<file path="src/rtl/tmac_pkg.sv">
// Shared types and helpers for the temporal-multiplier MAC controller.
package tmac_pkg;

   localparam int DW_DEF   = 8;
   localparam int ACCW_DEF = 16;

   typedef enum logic [2:0] {
      IDLE = 3'd0,
      LOAD = 3'd1,
      ARM  = 3'd2,
      RUN  = 3'd3,
      OUT  = 3'd4
   } state_t;

   // Reverses the low w bits of v (w <= 32); upper result bits are zero.
   function automatic logic [31:0] bitrev(input logic [31:0] v, input int w);
      logic [31:0] src;
      logic [31:0] r;
      src = v;
      r   = '0;
      for (int i = 0; i < w; i++) begin
         r   = {r[30:0], src[0]};
         src = src >> 1;
      end
      return r;
   endfunction

endpackage

</file>
<file path="src/rtl/tmul_mac_ctrl_if.sv">
// Operand-pair input stream and dot-product result stream of the MAC controller.
interface tmul_mac_ctrl_if
   import tmac_pkg::*;
#(
   parameter int DW   = DW_DEF,
   parameter int ACCW = ACCW_DEF
);
   logic            in_valid;
   logic            in_ready;
   logic [DW-1:0]   in_a;
   logic [DW-1:0]   in_b;
   logic            in_last;
   logic            out_valid;
   logic            out_ready;
   logic [ACCW-1:0] out_acc;

   modport master (
      output in_valid, in_a, in_b, in_last, out_ready,
      input  in_ready, out_valid, out_acc
   );

   modport slave (
      input  in_valid, in_a, in_b, in_last, out_ready,
      output in_ready, out_valid, out_acc
   );

endinterface

</file>
<file path="src/rtl/vdc_seq_gen.sv">
// Van der Corput comparison sequence: counter with clear/enable, output is the
// bit-reversed count (combinational from the register, zero after reset).
module vdc_seq_gen
   import tmac_pkg::*;
#(
   parameter int DW = DW_DEF
) (
   input  logic          clk,
   input  logic          rst_n,
   input  logic          clear,
   input  logic          enable,
   output logic [DW-1:0] seq
);

   logic [DW-1:0] cnt;

   always_ff @(posedge clk or negedge rst_n) begin
      if (!rst_n) begin
         cnt <= '0;
      end else if (clear) begin
         cnt <= '0;
      end else if (enable) begin
         cnt <= cnt + 1'b1;
      end
   end

   assign seq = DW'(bitrev(32'(cnt), DW));

endmodule

</file>
<file path="src/rtl/tmul_mac_ctrl.sv">
// Dot-product controller for a temporal multiplier: one pair in flight, A+3 cycles
// per pair; in_ready only in IDLE, result held on out_valid until out_ready.
module tmul_mac_ctrl
   import tmac_pkg::*;
#(
   parameter int DW   = DW_DEF,
   parameter int ACCW = ACCW_DEF
) (
   input  logic            clk,
   input  logic            rst_n,
   tmul_mac_ctrl_if.slave  bus,
   output logic            loadA,
   output logic            loadB,
   output logic [DW-1:0]   mulA,
   output logic [DW-1:0]   mulB,
   output logic [DW-1:0]   sobolSeq,
   input  logic            mul_oC,
   input  logic            mul_stop
);

   localparam logic [ACCW-1:0] ACC_MAX = '1;

   state_t          state;
   logic            op_last;
   logic [ACCW-1:0] acc;
   logic            seq_clear;
   logic            seq_en;

   assign seq_clear = (state == LOAD);
   assign seq_en    = (state == RUN) && !mul_stop;

   vdc_seq_gen #(.DW(DW)) u_vdc (
      .clk    (clk),
      .rst_n  (rst_n),
      .clear  (seq_clear),
      .enable (seq_en),
      .seq    (sobolSeq)
   );

   // mulA/mulB double as the operand registers: loaded on acceptance, held until the next pair.
   always_ff @(posedge clk or negedge rst_n) begin
      if (!rst_n) begin
         state         <= IDLE;
         op_last       <= 1'b0;
         acc           <= '0;
         bus.in_ready  <= 1'b1;
         bus.out_valid <= 1'b0;
         bus.out_acc   <= '0;
         loadA         <= 1'b0;
         loadB         <= 1'b0;
         mulA          <= '0;
         mulB          <= '0;
      end else begin
         case (state)
            IDLE: begin
               if (bus.in_valid && bus.in_ready) begin
                  mulA         <= bus.in_a;
                  mulB         <= bus.in_b;
                  op_last      <= bus.in_last;
                  loadA        <= 1'b1;
                  loadB        <= 1'b1;
                  bus.in_ready <= 1'b0;
                  state        <= LOAD;
               end
            end
            LOAD: begin
               loadA <= 1'b0;
               loadB <= 1'b0;
               state <= ARM;
            end
            ARM: begin
               state <= RUN;
            end
            RUN: begin
               if (mul_stop) begin
                  if (op_last) begin
                     bus.out_valid <= 1'b1;
                     bus.out_acc   <= acc;
                     state         <= OUT;
                  end else begin
                     bus.in_ready <= 1'b1;
                     state        <= IDLE;
                  end
               end else if (mul_oC && (acc != ACC_MAX)) begin
                  acc <= acc + 1'b1;
               end
            end
            OUT: begin
               if (bus.out_ready) begin
                  bus.out_valid <= 1'b0;
                  bus.in_ready  <= 1'b1;
                  acc           <= '0;
                  state         <= IDLE;
               end
            end
            default: begin
               state <= IDLE;
            end
         endcase
      end
   end

endmodule

</file>
<file path="src/flat_wrapper.sv">
// flat-port wrapper written by rule: the top's interface ports become plain ports
module tmul_mac_ctrl_flat import tmac_pkg::*;
#(
   parameter int DW   = DW_DEF,
   parameter int ACCW = ACCW_DEF
)
  (clk, rst_n, loadA, loadB, mulA, mulB, sobolSeq, mul_oC, mul_stop, bus_in_valid, bus_in_a, bus_in_b, bus_in_last, bus_out_ready, bus_in_ready, bus_out_valid, bus_out_acc);
  tmul_mac_ctrl_if #(.DW(DW), .ACCW(ACCW)) bus_i ();
  input  logic clk;
  input  logic rst_n;
  output logic loadA;
  output logic loadB;
  output logic [DW-1:0] mulA;
  output logic [DW-1:0] mulB;
  output logic [DW-1:0] sobolSeq;
  input  logic mul_oC;
  input  logic mul_stop;
  input wire logic [$bits(bus_i.in_valid)-1:0] bus_in_valid;
  input wire logic [$bits(bus_i.in_a)-1:0] bus_in_a;
  input wire logic [$bits(bus_i.in_b)-1:0] bus_in_b;
  input wire logic [$bits(bus_i.in_last)-1:0] bus_in_last;
  input wire logic [$bits(bus_i.out_ready)-1:0] bus_out_ready;
  output wire logic [$bits(bus_i.in_ready)-1:0] bus_in_ready;
  output wire logic [$bits(bus_i.out_valid)-1:0] bus_out_valid;
  output wire logic [$bits(bus_i.out_acc)-1:0] bus_out_acc;
  assign bus_i.in_valid = bus_in_valid;
  assign bus_i.in_a = bus_in_a;
  assign bus_i.in_b = bus_in_b;
  assign bus_i.in_last = bus_in_last;
  assign bus_i.out_ready = bus_out_ready;
  assign bus_in_ready = bus_i.in_ready;
  assign bus_out_valid = bus_i.out_valid;
  assign bus_out_acc = bus_i.out_acc;
  tmul_mac_ctrl #(.DW(DW), .ACCW(ACCW)) u_core (.clk(clk), .rst_n(rst_n), .bus(bus_i), .loadA(loadA), .loadB(loadB), .mulA(mulA), .mulB(mulB), .sobolSeq(sobolSeq), .mul_oC(mul_oC), .mul_stop(mul_stop));
endmodule
</file>
<file path="config.mk">
export PLATFORM = sky130hd
export DESIGN_NAME = tmul_mac_ctrl_flat
export DESIGN_NICKNAME = d
export VERILOG_FILES = /design/src/rtl/tmac_pkg.sv /design/src/rtl/tmul_mac_ctrl_if.sv /design/src/rtl/vdc_seq_gen.sv /design/src/rtl/tmul_mac_ctrl.sv /design/src/flat_wrapper.sv
export SDC_FILE = /design/constraint.sdc
export NUM_CORES = 1
export LEC_CHECK = 0
export BUFFER_PORTS_ARGS = -buffer_cell sky130_fd_sc_hd__buf_2
export CAP_MARGIN = 20
export CORE_AREA = 2 2 78 80
export CTS_CLUSTER_DIAMETER = 60
export DETAILED_ROUTE_END_ITERATION = 10
export DIE_AREA = 0 0 80 82
export PLACE_DENSITY = 0.76
export REMOVE_ABC_BUFFERS = 1
export SLEW_MARGIN = 5
export SYNTH_ARGS = -nofsm -noshare
export SYNTH_HDL_FRONTEND = slang
export SYNTH_SLANG_ARGS = --single-unit
</file>
<file path="constraint.sdc">
create_clock -name clk -period 2.54 [get_ports clk]
set_input_delay 0.381 -clock clk [delete_from_list [all_inputs] [get_ports clk]]
set_output_delay 0.381 -clock clk [all_outputs]
set_load 0.02 [all_outputs]
</file>
**After elaboration in Yosys (flattened, before gate mapping)**

Index checks and enable logic that the tools add are counted.
W data, S select, Z words.

- Add/subtract/negate cells: 2
- Equality and inequality tests: 12
- Mux-type cells: 22
- Reduce and logical (&&, ||, !) cells: 16

Operators with widths:

| cell | number |
|---|---|
| $mux W16 | 3 |
| $pmux W16 S2 | 1 |
| $add A16 B1 Y16 const B | 1 |
| $mux W8 | 2 |
| $ne A16 B16 Y1 const B | 1 |
| $pmux W3 S5 | 1 |
| $mux W3 | 4 |
| $ne A2 B2 Y1 const B | 5 |
| $add A8 B1 Y8 const B | 1 |
| $mux W1 | 8 |
| $reduce_and A4 Y1 | 2 |
| $eq A3 B2 Y1 const B | 2 |
| $reduce_and A3 Y1 | 2 |
| $reduce_bool A2 Y1 | 3 |
| $reduce_and A5 Y1 | 1 |
| $ne A2 B1 Y1 const B | 2 |
| $pmux W1 S2 | 2 |
| $reduce_and A2 Y1 | 2 |
| $eq A3 B1 Y1 const B | 1 |
| $eq A3 B3 Y1 const B | 1 |
| $logic_and A1 B1 Y1 | 3 |
| $logic_not A3 Y1 | 1 |
| $pmux W1 S3 | 1 |
| $reduce_bool A3 Y1 | 1 |
| $logic_not A1 Y1 | 1 |

- Bits in registers: 63
- Logic and storage cells: 62

**Logic depth before layout (Yosys ltp)**

- Depth in word-level cells: 5
- Mapped depth: 8

**By module**

A second synthesis with hierarchy kept.

- Cells, all modules: 248
- Area total of the unflattened synthesis: 2935.3 µm²

Modules (own cells, without submodules):

| module | instances | cells an instance | area an instance (µm²) | sequential area each (µm²) |
|---|---|---|---|---|
| tmul_mac_ctrl | 1 | 211 | 2538.7 | 1377.6 |
| vdc_seq_gen | 1 | 37 | 396.6 | 200.2 |

**Least setup slack after synthesis**

Ideal clock, no wire load.

- Path kind: reg-to-reg
- Start: reg u_core.acc[0]
- End: reg u_core.acc[7]
- Library setup time: 134 ps
- Arrival time: 1650 ps
- Setup slack: 756 ps
- Cell stages (with the launch flop): 8
- Path buffers: 1
- Cells stage by stage: dfrtp_1 ha_1 and3_1 and2_1 buf_6 and3_1 a221oi_1 mux2i_1

- Word-level cells in the longest chain between the ends: 4
- Elaborated cells on any way between the ends: 8
- Classes of those cells: 1 x add/sub; 2 x eq/ne; 3 x mux; 2 x reduce/logical

Ends and longest elaborated chain:

| element | RTL line | source |
|---|---|---|
| from (decl) | tmul_mac_ctrl.sv:25 | `logic [ACCW-1:0] acc;` |
| from (signal assigned) | tmul_mac_ctrl.sv:85 | `acc <= acc + 1'b1;` |
| $add A16 B1 Y16 / $ne A16 B16 Y1 (equally long branches) | tmul_mac_ctrl.sv:85, tmul_mac_ctrl.sv:84 |  |
| $mux W16 / $logic_and A1 B1 Y1 (equally long branches) | tmul_mac_ctrl.sv:84 | `end else if (mul_oC && (acc != ACC_MAX)) begin` |
| $mux W16 / $ne A2 B2 Y1 (equally long branches) | - |  |
| $pmux W16 S2 / $reduce_and A4 Y1 (equally long branches) | - |  |

Parallel ways exist; a longest one is shown, timed or not. The select of a mux whose other input is x is not followed.
A chain may end at the register's enable or synchronous reset.

**Worst setup path in the final report**

- Start: reg u_core.acc[0]
- End: reg u_core.acc[2]

The elaborated chain is that of the path after synthesis.

==> metrics.yaml <==
clock_network:
  cts_buffers: 9
  cts_tree: "done"
  insertion_delay_ns: 0.34
  cts_hold_buf: 0
  cts_setup_buffers: 0
  root_buffer: "clkbuf_8"
  htree_num_levels: 3
  clockBufferDepth: 2
  clk_pin_slew_ns: 0.06
  post_cts_resized: 0
  cts_sinks: 63
place:
  hpwlAfterDp_mm: 4.16
  routabilityCongestion: 0.859
  dp.cells: 376
  port_buffers: 66
timing:
  setup_viol: 0
  period_minus_slack_ns: 1.95
  rsz0062_at_grt: "no"
  tightestPinTransition_ns: 0.667
  hold_viol: 0
  drv_slew: 0
  hold_slack_ns: 0.0693
  fmax_mhz: 513
  fin_skew_ns: 0.00771
  fin_setup_tns_ns: 0
  fin_crit_sh: 0.767
  slew_headroom: 0.555
floorplan:
  die_h_um: 82
  start_util: 0.509
  rows: 28
  dieArea_sq_um: 6560
  ios: 67
  core_area_sq_um: 5750
  dieWidth_um: 80
worst_setup_path:
  crit_path_start: "u_core.acc[0]"
  worstSetupPathType: "reg -> reg"
  slowest_delay_ns: 0.42
  arrival_ns: 2.17
  crit_buf_inv: 0
  cp_slowest_cell: "dfrtp_1"
  cp_max_fo: 9
  cpLargestDelayFamily: "simple AND/OR/NAND/NOR gates"
  cp_data_required_time_ns: 2.76
  r2r_start: "u_core.acc[0]"
  path_cells: "ha_1 -> and3_1 -> and2_1 -> nand4_2 -> nand2_2 -> o21ai_0"
  start_kind: "flip-flop"
  cp-end-kind: "flip-flop"
synth:
  synth_area_sq_um: 2930
  ys_ff_latch: 63
  syn_avg_cell_area_sq_um: 11.9
  yosysTopAreaCellShare: 0.530
  synth_area_leader_cell: "dfrtp_1"
  synthCells: 245
  yosysSeqAreaShare: 0.539
  synth.area.top_cells: "dfrtp_1 53%, mux2_2 9.2%, mux2_1 3.1%"
  synth-edff-count: 0
  async_reset_ff_frac: 1.00
  yosysWarnings: 0
  synth-main-ff-cell: "dfrtp_1"
  yosysUniqueCellTypes: 51
detailed_routing:
  drc: 0
  viasPerCell: 5.41
  firstDrtPassIters: 6
  via_count: 2108
  ant_nets: 0
  drt_iter0_markers: 129
  drt-total-wl_mm: 5.87
  wl_per_cell_um: 15.0
final_layout:
  regArea_sq_um: 1580
  synthToLayoutAreaGrowth_pct: 17.5
  mostFrequentLayoutCell: "buf_2"
  n_antenna_cell: 0
  nets: 337
  final_cells: 390
  fillers: 510
  multi_input_comb_area_sq_um: 1230
  final_cell_mix: "66 x buf_2, 62 x dfrtp_1, 24 x mux2_2, 16 x nor2_1, 14 x o21ai_0"
  final_layout_size_suffix_gt1_frac: 0.378
hold_path:
  hold_path.class: "in -> async"
global_route:
  track_usage: 0.198
  grt_pass1_vias: 2091
  antenna_found_initial: 0
  grt_pass1_wl_mm: 9.81
  grt-ovfl-total: 0
  grt_max_degree: 35
outcome:
  outcome: "finished, final reports clean"
power_and_ir_drop:
  power_density_nw_per_um2: 1040
  ir_drop_v: 0.000586
  leakage_nw: 1.62
flow_run:
  drv_cap: 0
[report_power, final]
part           switching (W)  internal (W)  total (W)
sequential          0.000265       0.00132    0.00159
clock               0.000352      0.000396   0.000748
combinational       0.000721      0.000508    0.00123
total                0.00134       0.00222    0.00356
[layer usage]
metal / routed length, um / share of wire / global-route usage
met1: 2650 / 0.45 / 0.254
met2: 2870 / 0.49 / 0.322
met3: 232 / 0.040 / 0.0429
met4: 108 / 0.018 / 0.0915
met5: 0 / 0 / 0
[synthesized netlist by cell type, types with 3 or more instances]
cell type  instances
nor2_1            16
mux2_1             8
a21oi_1            9
nand4_1            6
mux2_2            24
a31oi_1            5
o21ai_1            5
dfrtp_1           62
inv_1              3
buf_6              4
and3_1             8
o31ai_1            5
o21ai_0           14
buf_4              5
nand2_1           12
nor3_1             3
nand3_1           10
xor2_1             5
[kinds of logic (layout without fill, tap and decap cells)]
| group | count (synthesis) | count (layout) | share of synthesized area |
|---|---|---|---|
| AOI/OAI and AO/OA | 47 | 47 | 0.0996 |
| and+or+nand+nor | 76 | 76 | 0.160 |
| DFF | 63 | 63 | 0.539 |
| xor gates and xnor gates | 7 | 7 | 0.0209 |
| buffers and inverters | 16 | 86 | 0.0419 |
| adders and majority gates | 2 | 2 | 0.00855 |
| muxes | 34 | 34 | 0.130 |
[cell type report]
class / instances / share of cell area
Clock buffer: 13 / 0.0462
Clock inverter: 1 / 0.00146
Inverter: 3 / 0.00328
Multi-Input combinational cell: 166 / 0.357
Sequential cell: 63 / 0.459
Tap cell: 75 / 0.0273
Timing Repair Buffer: 69 / 0.106
[stage by stage]
stage,power [W],utilization,worst slack [ns],cell area [sq um]
2_1_floorplan,0.00239,-,0.659,2820
4_1_cts,0.00359,0.598,0.575,3440
3_5_place_dp,0.00284,0.570,0.591,3270
3_3_place_gp,0.00280,0.570,0.690,3270
5_1_grt,0.00378,0.598,0.409,3440
6_report,0.00356,0.598,0.591,3440
[registers in the layout, indices dropped and copies added (netlist names)]
signal	flops
u_core.state	3
u_core.u_vdc.cnt	8
u_core.acc	16
u_core.mulA	8
u_core.mulB	8
u_core.loadA	1
u_core.bus.out_valid	1
u_core.bus.in_ready	1
u_core.op_last	1
u_core.bus.out_acc	16
[final timing paths]
path,to,slack (ns),cells past startpoint
worst max register to register,u_core.acc[2],0.59,6
worst min-delay path,u_core.mulB[1],0.07,1
worst max-delay path,u_core.acc[2],0.59,6
min in group clk,u_core.mulB[0],0.26,2
max in group asynchronous,u_core.bus.in_ready,1.79,2
worst min register to register,u_core.bus.out_acc[11],0.48,2
(Power assumes the default switching activity.)
